`src/rtl/morse_pkg.sv`:
```
// Shared definitions for the Morse capture front end and the downstream letter lookup.
// Holds symbol/state encodings and the packed code-word type.
package morse_pkg;

  localparam int MAX_SYMBOLS = 5;
  localparam int LEN_W       = 3;

  typedef enum logic {
    SYM_DOT  = 1'b0,
    SYM_DASH = 1'b1
  } symbol_e;

  typedef enum logic [1:0] {
    IDLE    = 2'd0,
    COLLECT = 2'd1,
    EMIT    = 2'd2
  } state_e;

  typedef struct packed {
    logic [LEN_W-1:0]       len;
    logic [MAX_SYMBOLS-1:0] bits;
  } code_word_t;

  // Appends a symbol at position len; callers guarantee len < MAX_SYMBOLS.
  function automatic code_word_t push_symbol(code_word_t w, symbol_e s);
    code_word_t r;
    r = w;
    r.bits[w.len] = s;
    r.len = w.len + 1'b1;
    return r;
  endfunction

endpackage

```
`src/rtl/morse_symbol_capture_if.sv`:
```
// Button inputs and capture outputs of the Morse front end, bundled for port connection.
// master = capture block, slave = button source / code-word consumer.
interface morse_symbol_capture_if;
  import morse_pkg::*;

  logic                   dot_btn;
  logic                   dash_btn;
  logic                   done_btn;
  logic                   dot_pulse;
  logic                   dash_pulse;
  logic [MAX_SYMBOLS-1:0] code_bits;
  logic [LEN_W-1:0]       code_len;
  logic                   code_valid;
  logic                   overflow;
  logic                   busy;

  modport master (
    input  dot_btn, dash_btn, done_btn,
    output dot_pulse, dash_pulse, code_bits, code_len, code_valid, overflow, busy
  );

  modport slave (
    output dot_btn, dash_btn, done_btn,
    input  dot_pulse, dash_pulse, code_bits, code_len, code_valid, overflow, busy
  );

endinterface

```
`src/rtl/morse_symbol_capture_button_conditioner.sv`:
```
// One push-button: 2-FF synchroniser, stability-count debounce, one-cycle press on rising level.
// Presses are suppressed until the button has been seen released after reset.
module button_conditioner #(
  parameter int DEBOUNCE_CYCLES = 1_000_000
) (
  input  logic clk,
  input  logic reset,
  input  logic btn_i,
  output logic press_o
);

  localparam int             CNT_W    = $clog2(DEBOUNCE_CYCLES + 1);
  localparam logic [CNT_W-1:0] CNT_LAST = CNT_W'(DEBOUNCE_CYCLES - 1);

  logic [1:0]       sync_q;
  logic [1:0]       fill_q;
  logic             armed_q, armed_d;
  logic             level_q, level_d;
  logic [CNT_W-1:0] cnt_q, cnt_d;
  logic             press_q, press_d;

  always_comb begin
    cnt_d   = cnt_q;
    level_d = level_q;
    if (sync_q[1] == level_q) begin
      cnt_d = '0;
    end else if (cnt_q == CNT_LAST) begin
      level_d = ~level_q;
      cnt_d   = '0;
    end else begin
      cnt_d = cnt_q + 1'b1;
    end
    // fill_q marks when sync_q holds real samples rather than reset zeros
    armed_d = armed_q | (fill_q[1] & ~sync_q[1]);
    press_d = level_d & ~level_q & armed_q;
  end

  always_ff @(posedge clk or negedge reset) begin
    if (!reset) begin
      sync_q  <= '0;
      fill_q  <= '0;
      armed_q <= 1'b0;
      level_q <= 1'b0;
      cnt_q   <= '0;
      press_q <= 1'b0;
    end else begin
      sync_q  <= {sync_q[0], btn_i};
      fill_q  <= {fill_q[0], 1'b1};
      armed_q <= armed_d;
      level_q <= level_d;
      cnt_q   <= cnt_d;
      press_q <= press_d;
    end
  end

  assign press_o = press_q;

endmodule

```
`src/rtl/morse_symbol_capture.sv`:
```
// Morse front end: conditions dot/dash/done buttons and accumulates symbols into a code word,
// committed on done or after an inactivity timeout.
module morse_symbol_capture
  import morse_pkg::*;
#(
  parameter int DEBOUNCE_CYCLES = 1_000_000,
  parameter int TIMEOUT_CYCLES  = 150_000_000
) (
  input  logic                  clk,
  input  logic                  reset,
  morse_symbol_capture_if.master bus
);

  localparam int BTN_DOT  = 0;
  localparam int BTN_DASH = 1;
  localparam int BTN_DONE = 2;

  localparam int               IDLE_W    = (TIMEOUT_CYCLES > 0) ? $clog2(TIMEOUT_CYCLES + 1) : 1;
  localparam logic [IDLE_W-1:0] IDLE_LAST = IDLE_W'(TIMEOUT_CYCLES - 1);
  localparam logic [LEN_W-1:0]  LEN_MAX   = LEN_W'(MAX_SYMBOLS);

  logic [2:0] btn_raw;
  logic [2:0] press;

  assign btn_raw = {bus.done_btn, bus.dash_btn, bus.dot_btn};

  generate
    for (genvar gi = 0; gi < 3; gi++) begin : g_btn
      button_conditioner #(
        .DEBOUNCE_CYCLES(DEBOUNCE_CYCLES)
      ) u_cond (
        .clk    (clk),
        .reset  (reset),
        .btn_i  (btn_raw[gi]),
        .press_o(press[gi])
      );
    end
  endgenerate

  state_e            state_q, state_d;
  code_word_t        word_q, word_d;
  logic [IDLE_W-1:0] idle_q, idle_d;
  logic              ovf_d;
  logic              overflow_q;
  logic              dot_pulse_q, dash_pulse_q;
  logic              sym_valid;
  logic              done_press;
  symbol_e           sym;

  // Coincident dot and dash cancel each other out.
  assign sym_valid  = press[BTN_DOT] ^ press[BTN_DASH];
  assign sym        = press[BTN_DASH] ? SYM_DASH : SYM_DOT;
  assign done_press = press[BTN_DONE];

  always_comb begin
    state_d = state_q;
    word_d  = word_q;
    idle_d  = idle_q;
    ovf_d   = 1'b0;
    unique case (state_q)
      IDLE: begin
        if (sym_valid) begin
          word_d  = push_symbol('0, sym);
          idle_d  = '0;
          state_d = done_press ? EMIT : COLLECT;
        end
      end
      COLLECT: begin
        if (sym_valid) begin
          if (word_q.len < LEN_MAX) begin
            word_d  = push_symbol(word_q, sym);
            idle_d  = '0;
            state_d = done_press ? EMIT : COLLECT;
          end else begin
            ovf_d   = 1'b1;
            word_d  = '0;
            idle_d  = '0;
            state_d = IDLE;
          end
        end else if (done_press) begin
          state_d = EMIT;
        end else if ((TIMEOUT_CYCLES != 0) && (idle_q == IDLE_LAST)) begin
          state_d = EMIT;
        end else if (idle_q != '1) begin
          idle_d = idle_q + 1'b1;
        end
      end
      EMIT: begin
        // word_q stays frozen for this cycle; a symbol here opens the next word
        word_d  = '0;
        idle_d  = '0;
        state_d = IDLE;
        if (sym_valid) begin
          word_d  = push_symbol('0, sym);
          state_d = done_press ? EMIT : COLLECT;
        end
      end
      default: begin
        word_d  = '0;
        idle_d  = '0;
        state_d = IDLE;
      end
    endcase
  end

  always_ff @(posedge clk or negedge reset) begin
    if (!reset) begin
      state_q      <= IDLE;
      word_q       <= '0;
      idle_q       <= '0;
      overflow_q   <= 1'b0;
      dot_pulse_q  <= 1'b0;
      dash_pulse_q <= 1'b0;
    end else begin
      state_q      <= state_d;
      word_q       <= word_d;
      idle_q       <= idle_d;
      overflow_q   <= ovf_d;
      dot_pulse_q  <= press[BTN_DOT] & ~press[BTN_DASH];
      dash_pulse_q <= press[BTN_DASH] & ~press[BTN_DOT];
    end
  end

  assign bus.code_valid = (state_q == EMIT);
  assign bus.code_bits  = (state_q == EMIT) ? word_q.bits : '0;
  assign bus.code_len   = (state_q == EMIT) ? word_q.len : '0;
  assign bus.busy       = (state_q == COLLECT);
  assign bus.overflow   = overflow_q;
  assign bus.dot_pulse  = dot_pulse_q;
  assign bus.dash_pulse = dash_pulse_q;

endmodule

```
`src/flat_wrapper.sv`:
```
// flat-port wrapper written by rule: the top's interface ports become plain ports
module morse_symbol_capture_flat import morse_pkg::*;
#(
  parameter int DEBOUNCE_CYCLES = 1_000_000,
  parameter int TIMEOUT_CYCLES  = 150_000_000
)
  (clk, reset, bus_dot_btn, bus_dash_btn, bus_done_btn, bus_dot_pulse, bus_dash_pulse, bus_code_bits, bus_code_len, bus_code_valid, bus_overflow, bus_busy);
  morse_symbol_capture_if bus_i ();
  input  logic clk;
  input  logic reset;
  input wire logic [$bits(bus_i.dot_btn)-1:0] bus_dot_btn;
  input wire logic [$bits(bus_i.dash_btn)-1:0] bus_dash_btn;
  input wire logic [$bits(bus_i.done_btn)-1:0] bus_done_btn;
  output wire logic [$bits(bus_i.dot_pulse)-1:0] bus_dot_pulse;
  output wire logic [$bits(bus_i.dash_pulse)-1:0] bus_dash_pulse;
  output wire logic [$bits(bus_i.code_bits)-1:0] bus_code_bits;
  output wire logic [$bits(bus_i.code_len)-1:0] bus_code_len;
  output wire logic [$bits(bus_i.code_valid)-1:0] bus_code_valid;
  output wire logic [$bits(bus_i.overflow)-1:0] bus_overflow;
  output wire logic [$bits(bus_i.busy)-1:0] bus_busy;
  assign bus_i.dot_btn = bus_dot_btn;
  assign bus_i.dash_btn = bus_dash_btn;
  assign bus_i.done_btn = bus_done_btn;
  assign bus_dot_pulse = bus_i.dot_pulse;
  assign bus_dash_pulse = bus_i.dash_pulse;
  assign bus_code_bits = bus_i.code_bits;
  assign bus_code_len = bus_i.code_len;
  assign bus_code_valid = bus_i.code_valid;
  assign bus_overflow = bus_i.overflow;
  assign bus_busy = bus_i.busy;
  morse_symbol_capture #(.DEBOUNCE_CYCLES(DEBOUNCE_CYCLES), .TIMEOUT_CYCLES(TIMEOUT_CYCLES)) u_core (.clk(clk), .reset(reset), .bus(bus_i));
endmodule
```
`config.mk`:
```
export PLATFORM = sky130hd
export DESIGN_NAME = morse_symbol_capture_flat
export DESIGN_NICKNAME = d
export VERILOG_FILES = /design/src/rtl/morse_pkg.sv /design/src/rtl/morse_symbol_capture_if.sv /design/src/rtl/morse_symbol_capture_button_conditioner.sv /design/src/rtl/morse_symbol_capture.sv /design/src/flat_wrapper.sv
export SDC_FILE = /design/constraint.sdc
export NUM_CORES = 1
export LEC_CHECK = 0
export ABC_AREA = 0
export BUFFER_PORTS_ARGS = -buffer_cell sky130_fd_sc_hd__buf_2
export CAP_MARGIN = 10
export CORE_MARGIN = 4
export CORE_UTILIZATION = 30
export CTS_BUF_LIST = sky130_fd_sc_hd__clkbuf_4
export CTS_CLUSTER_DIAMETER = 50
export DETAILED_ROUTE_END_ITERATION = 12
export GPL_ROUTABILITY_DRIVEN = 1
export HOLD_SLACK_MARGIN = 0.02
export SLEW_MARGIN = 20
export SYNTH_ARGS = -nofsm -noshare
export SYNTH_HDL_FRONTEND = slang
export SYNTH_SLANG_ARGS = --single-unit
```
`constraint.sdc`:
```
create_clock -name clk -period 2.45 [get_ports clk]
set_input_delay 0.49 -clock clk [delete_from_list [all_inputs] [get_ports clk]]
set_output_delay 0.49 -clock clk [all_outputs]
set_load 0.02 [all_outputs]
```
### Yosys cells after proc, flatten, opt, wreduce, memory -nomap -nowiden

Cells that the tools add are included.

| word-level totals | value |
|---|---|
| bits in registers | 122 |
| output and inout bits | 13 |
| word-level logic and storage cells | 117 |

| cells by class | value |
|---|---|
| add/sub/neg operators | 5 |
| order comparisons | 3 |
| equal/unequal tests | 16 |
| muxes and demuxes | 40 |
| bitwise operators | 23 |
| reduce and logical (&&, ||, !) cells | 5 |

Operator list:

| cell | number |
|---|---|
| $mux 28 | 5 |
| $mux 20 | 6 |
| $add 20x1->20 const B | 3 |
| $eq 20x20->1 const B | 3 |
| $pmux 28 s2 | 1 |
| $add 28x1->28 const B | 1 |
| $eq 28x28->1 const B | 1 |
| $ne 28x28->1 const B | 1 |
| $mux 8 | 3 |
| $pmux 8 s3 | 1 |
| $mux 2 | 7 |
| $and 1x1->1 | 11 |
| $mux 1 | 11 |
| $not 1->1 | 8 |
| $mux 6 | 1 |
| $ne 3x2->1 const B | 2 |
| $pmux 2 s3 | 1 |
| $bwmux 5 | 1 |
| $mux 5 | 1 |
| $lt 3x4->1 const B | 1 |
| $ne 2x1->1 const B | 2 |
| $ne 4x1->1 const B | 1 |
| $reduce_and 2->1 | 2 |
| $reduce_and 4->1 | 1 |
| 13 further kinds | 17 |

### Logic depth before layout (Yosys ltp)

| logic depth | value |
|---|---|
| depth in word-level cells | 8 |
| gate-level depth with buffers | 8 |
| gate-level depth less buffers | 6 |

### Modules after synthesis

A second synthesis with hierarchy kept.

| second synthesis, totals | value |
|---|---|
| cells, all modules | 630 |
| area, all modules | 6288.5 um2 |

Modules (own cells, without submodules):

| module | instances | cells each | area each (um2) | seq. area each (um2) |
|---|---|---|---|---|
| button_conditioner | 3 | 117 | 1263.7 | 675.6 |
| morse_symbol_capture | 1 | 279 | 2497.4 | 1026.0 |

### Worst setup path before layout

No wires, ideal clock.

| timing | value |
|---|---|
| kind | flip-flop to flip-flop |
| from | reg u_core.idle_q[0] |
| to | reg u_core.idle_q[10] |
| arrival time | 1.838 ns |
| data required time | 2.372 ns |
| setup slack | 0.534 ns |
| cell stages (with the launch flop) | 8 |
| cell sequence | dfrtp_1 ha_1 nand4_1 nor4_2 a22o_4 buf_6 or4_1 a21oi_1 |

| between the ends | value |
|---|---|
| cells in the longest elaborated chain, start to end | 6 |
| elaborated cells on any way between the ends | 11 |

RTL lines:

| element | RTL line | source |
|---|---|---|
| start: declaration | morse_symbol_capture.sv:42 | `logic [IDLE_W-1:0] idle_q, idle_d;` |
| start signal: assignment | morse_symbol_capture.sv:117 | `idle_q <= idle_d;` |
| $add 28x1->28 | morse_symbol_capture.sv:85 | `idle_d = idle_q + 1'b1;` |
| $mux 28 | morse_symbol_capture.sv:84 | `end else if (idle_q != '1) begin` |
| $mux 28 | morse_symbol_capture.sv:82 | `end else if ((TIMEOUT_CYCLES != 0) && (idle_q == IDLE_LAST)) begin` |
| $mux 28 | morse_symbol_capture.sv:80 | `end else if (done_press) begin` |
| $mux 28 | morse_symbol_capture.sv:69 | `if (sym_valid) begin` |
| $pmux 28 s2 | morse_symbol_capture.sv:60 | `unique case (state_q)` |

Several ways; a longest one is shown, not always the timed one. The select of a mux whose other input is x is not followed.
A chain may end at the register's enable or synchronous reset.

### Worst setup path in the final report

| timing | value |
|---|---|
| from | reg u_core.state_q[1] |
| to | out bus_code_bits[4] |

| between the ends | value |
|---|---|
| cells in the longest elaborated chain, start to end | 2 |

RTL lines:

| element | RTL line | source |
|---|---|---|
| start: declaration | morse_symbol_capture.sv:40 | `state_e state_q, state_d;` |
| start signal: assignment | morse_symbol_capture.sv:115 | `state_q <= state_d;` |
| $eq 2x2->1 | morse_symbol_capture.sv:125 | `assign bus.code_bits = (state_q == EMIT) ? word_q.bits : '0;` |
| $mux 5 | morse_symbol_capture.sv:125 |  |
| end: declaration | flat_wrapper.sv:16 | `output wire logic [$bits(bus_i.code_bits)-1:0] bus_code_bits;` |

Every way passes these cells.

==> run metrics <==
outcome completed; Core Region 19600 µm²; Final Util 34.2%; Synth Instances 618; sequential area share after synthesis 49.2%; CTS Buf Count 17; Avg Cell Area, Syn 9.71 µm²; WP data arrival 1.73 ns; # setup viols final 0; post-route clock period utilization 90.5%; unrepaired setup endpoints after global routing false; Top Metal Used met4; Synth Flop Type dfrtp_1; CTS root buf clkbuf_4; GR Overflow Total 0; TritonCTS clock tree built; vias 4439; number of global-route vias before repair 4240; power per cell area 530 nW/µm²; R2R Setup Slk 0.26 ns; Reg clk slew, reported paths 0.12 ns; Die Wd 149 µm; FF-to-FF End u_core.idle_q[13]; max frequency 451 MHz; Slew headroom 51.4%; gpl congestion 0.839; CP endpoint kind output port; CP startpoint u_core.state_q[1]; first-pass GRT wire length 20800 µm; die area 22300 µm²; Worst Max-Slew Pin Slew 0.722 ns; final hold vios 0; detailed placer's ending HPWL 7990 µm; met2 WL 5370 µm; Synth warnings 0; Layout area overhead 11.6%; biggest area consumer among synthesized cells dfrtp_1; Crit Path Max Fanout 10; row count 51; ranking of synthesized cells by area dfrtp_1 49%, xnor2_1 5.3%, nor2_1 4.9%; DRT iter0 DRCs 228; IO buf count 17; I/O pins 18; Total GRT Usage 11.3%; antenna violations before repair 0; post-layout min period 2.22 ns; Post-synth ARST share 100%; DP Worst Slack 0.272 ns; CTS Buffer Depth 2; Mapped Area 6000 µm²; Die Y 149 µm; max-cap violations 0; setup_tns 0 ns; CP required 1.96 ns; post-synth cell types 58; max-slew violation count 0; peak supply drop 0.452 mV; clock sink count 118; Nets 656; Yosys top cell area share 49.2%; met1 WL 5910 µm; reg-to-reg startpoint u_core.idle_q[0]; WL met3 363 µm; layout cells sized above 1 11.3%; Starting Density 30.6%; WL final 11800 µm; CP Capture Point bus_code_bits[4]; LEAKAGE 2.76 nW; Post-Syn Nets 630; critical path class reg2out; Avg Vias per Cell 4.81; ANT cells 0; Pre-antenna DRT Iters 4; Critical Path Source Type flip-flop; worst hold slack 0.361 ns; CTS HTree Levels 4; EDFF count, synth 0; Hold Path Class reg2reg; Worst Reg2Reg Path Length in Cells 6; Yosys reg bits 118; clock skew 0.0161 ns; fin worst setup slack 0.234 ns; largest net degree at the start of global routing 60; post-route ant nets 0; Clock Latency Late Sink 0.53 ns; wire per inst 12.8 µm; DRC Markers 0
[cells by family (layout without fill, tap and decap cells)]
group                      Yosys count  after routing  share of synthesized area (%)
muxes                                4              4                          0.730
and+or+nand+nor                    309            309                           28.6
other                                1              1                         0.0625
AOI/OAI and AO/OA                   79             79                           8.00
adders and majority gates            7              7                           1.46
xor gates and xnor gates            56             56                           8.17
buffers and inverters               44             83                           3.75
DFF                                118            118                           49.2
[stage by stage]
step	area [µm²]	power, W	std cells
after floorplan	6000	0.00205	618
after global placement	6360	0.00211	886
after detailed placement	6360	0.00211	886
after CTS	6700	0.00362	922
after global routing	6700	0.00372	922
final	6700	0.00355	922
[power by group]
part           leakage, nW  switching [W]  internal [W]
sequential            1.61      0.0000156       0.00196
clock                0.160       0.000762      0.000711
combinational        0.993      0.0000659     0.0000289
[metal layers]
layer	vias up	GRT usage (%)
met3	13	3.12
met5	-	0
met2	57	17.1
met1	2114	15.7
li1	2255	-
met4	0	4.07
[cell usage in the layout, fill, tap and decap left out, types with 4 or more instances in the layout]
cell type,synthesis,routed
xnor2_1,36,36
clkbuf_4,0,18
or3_1,17,17
and3_1,11,11
nor3_1,13,13
nor4b_1,9,9
nand2_1,47,47
o21ai_0,21,21
clkinv_1,0,4
dlygate4sd3_1,0,4
nor4_1,16,16
o211ai_1,4,4
xor2_1,20,20
buf_4,2,11
or4_1,14,14
nand3_1,31,31
and4_1,4,4
ha_1,7,7
nand4_1,24,24
clkinv_4,0,4
buf_2,0,16
inv_1,19,19
o31ai_1,9,9
a21oi_1,27,27
nor2b_1,5,4
and2_1,12,12
nor2_1,78,78
dfrtp_1,118,118
[critical path, stage by stage, from the launching register on]
cell and delay (ns):
dfrtp_1 0.50, nor2b_2 0.36, and2_1 0.18, buf_2 0.16
[area by class of cell]
type | count | area, µm²
multi-input combinational | 456 | 2830
clock inverter | 14 | 159
timing repair buffer | 32 | 223
sequential | 118 | 2950
fill | 1998 | 12900
tap | 265 | 332
inverter | 19 | 71.3
clock buffer | 18 | 135
[state kept, by name (all words and copies together), names as in the netlist]
name and flops:
u_core.bus.dash_pulse 1, u_core.bus.dot_pulse 1, u_core.bus.overflow 1, u_core.g_btn.u_cond.armed_q 3, u_core.g_btn.u_cond.cnt_q 60, u_core.g_btn.u_cond.fill_q 2
u_core.g_btn.u_cond.level_q 3, u_core.g_btn.u_cond.press_o 3, u_core.g_btn.u_cond.sync_q 6, u_core.idle_q 28, u_core.state_q 2, u_core.word_q 8
[timing repair]
item,in CTS,in global routing
endpoints found under the setup margin,2,0
buffers inserted,0,0
gates resized for setup,1,0
endpoints found under the hold margin,39,0
hold buffers,4,0
[synthesized netlist by cell type (9+ instances only)]
cell      number
nor4_1        16
a21oi_1       27
nand2_1       47
and2_1        12
inv_1         19
nor4b_1        9
nand4_1       24
o21ai_0       21
nand3_1       31
nor3_1        13
and3_1        11
xor2_1        20
clkbuf_1      16
xnor2_1       36
or3_1         17
o31ai_1        9
nor2_1        78
or4_1         14
dfrtp_1      118
[worst min-delay path by stage]
stage	depth (start not counted)	from	to	slack, ns
after CTS	0	u_core.g_btn[0].u_cond.sync_q[0]	u_core.g_btn[0].u_cond.sync_q[1]	0.36
after global routing	0	u_core.g_btn[0].u_cond.sync_q[0]	u_core.g_btn[0].u_cond.sync_q[1]	0.37
after global placement	0	u_core.g_btn[0].u_cond.fill_q[0]	u_core.g_btn[0].u_cond.fill_q[1]	0.33
after detailed placement	0	u_core.g_btn[0].u_cond.sync_q[0]	u_core.g_btn[0].u_cond.sync_q[1]	0.34
after floorplan	0	reset	u_core.bus.dash_pulse	0.19
final	0	u_core.g_btn[0].u_cond.sync_q[0]	u_core.g_btn[0].u_cond.sync_q[1]	0.36
Power figures use the tool's default switching activity.
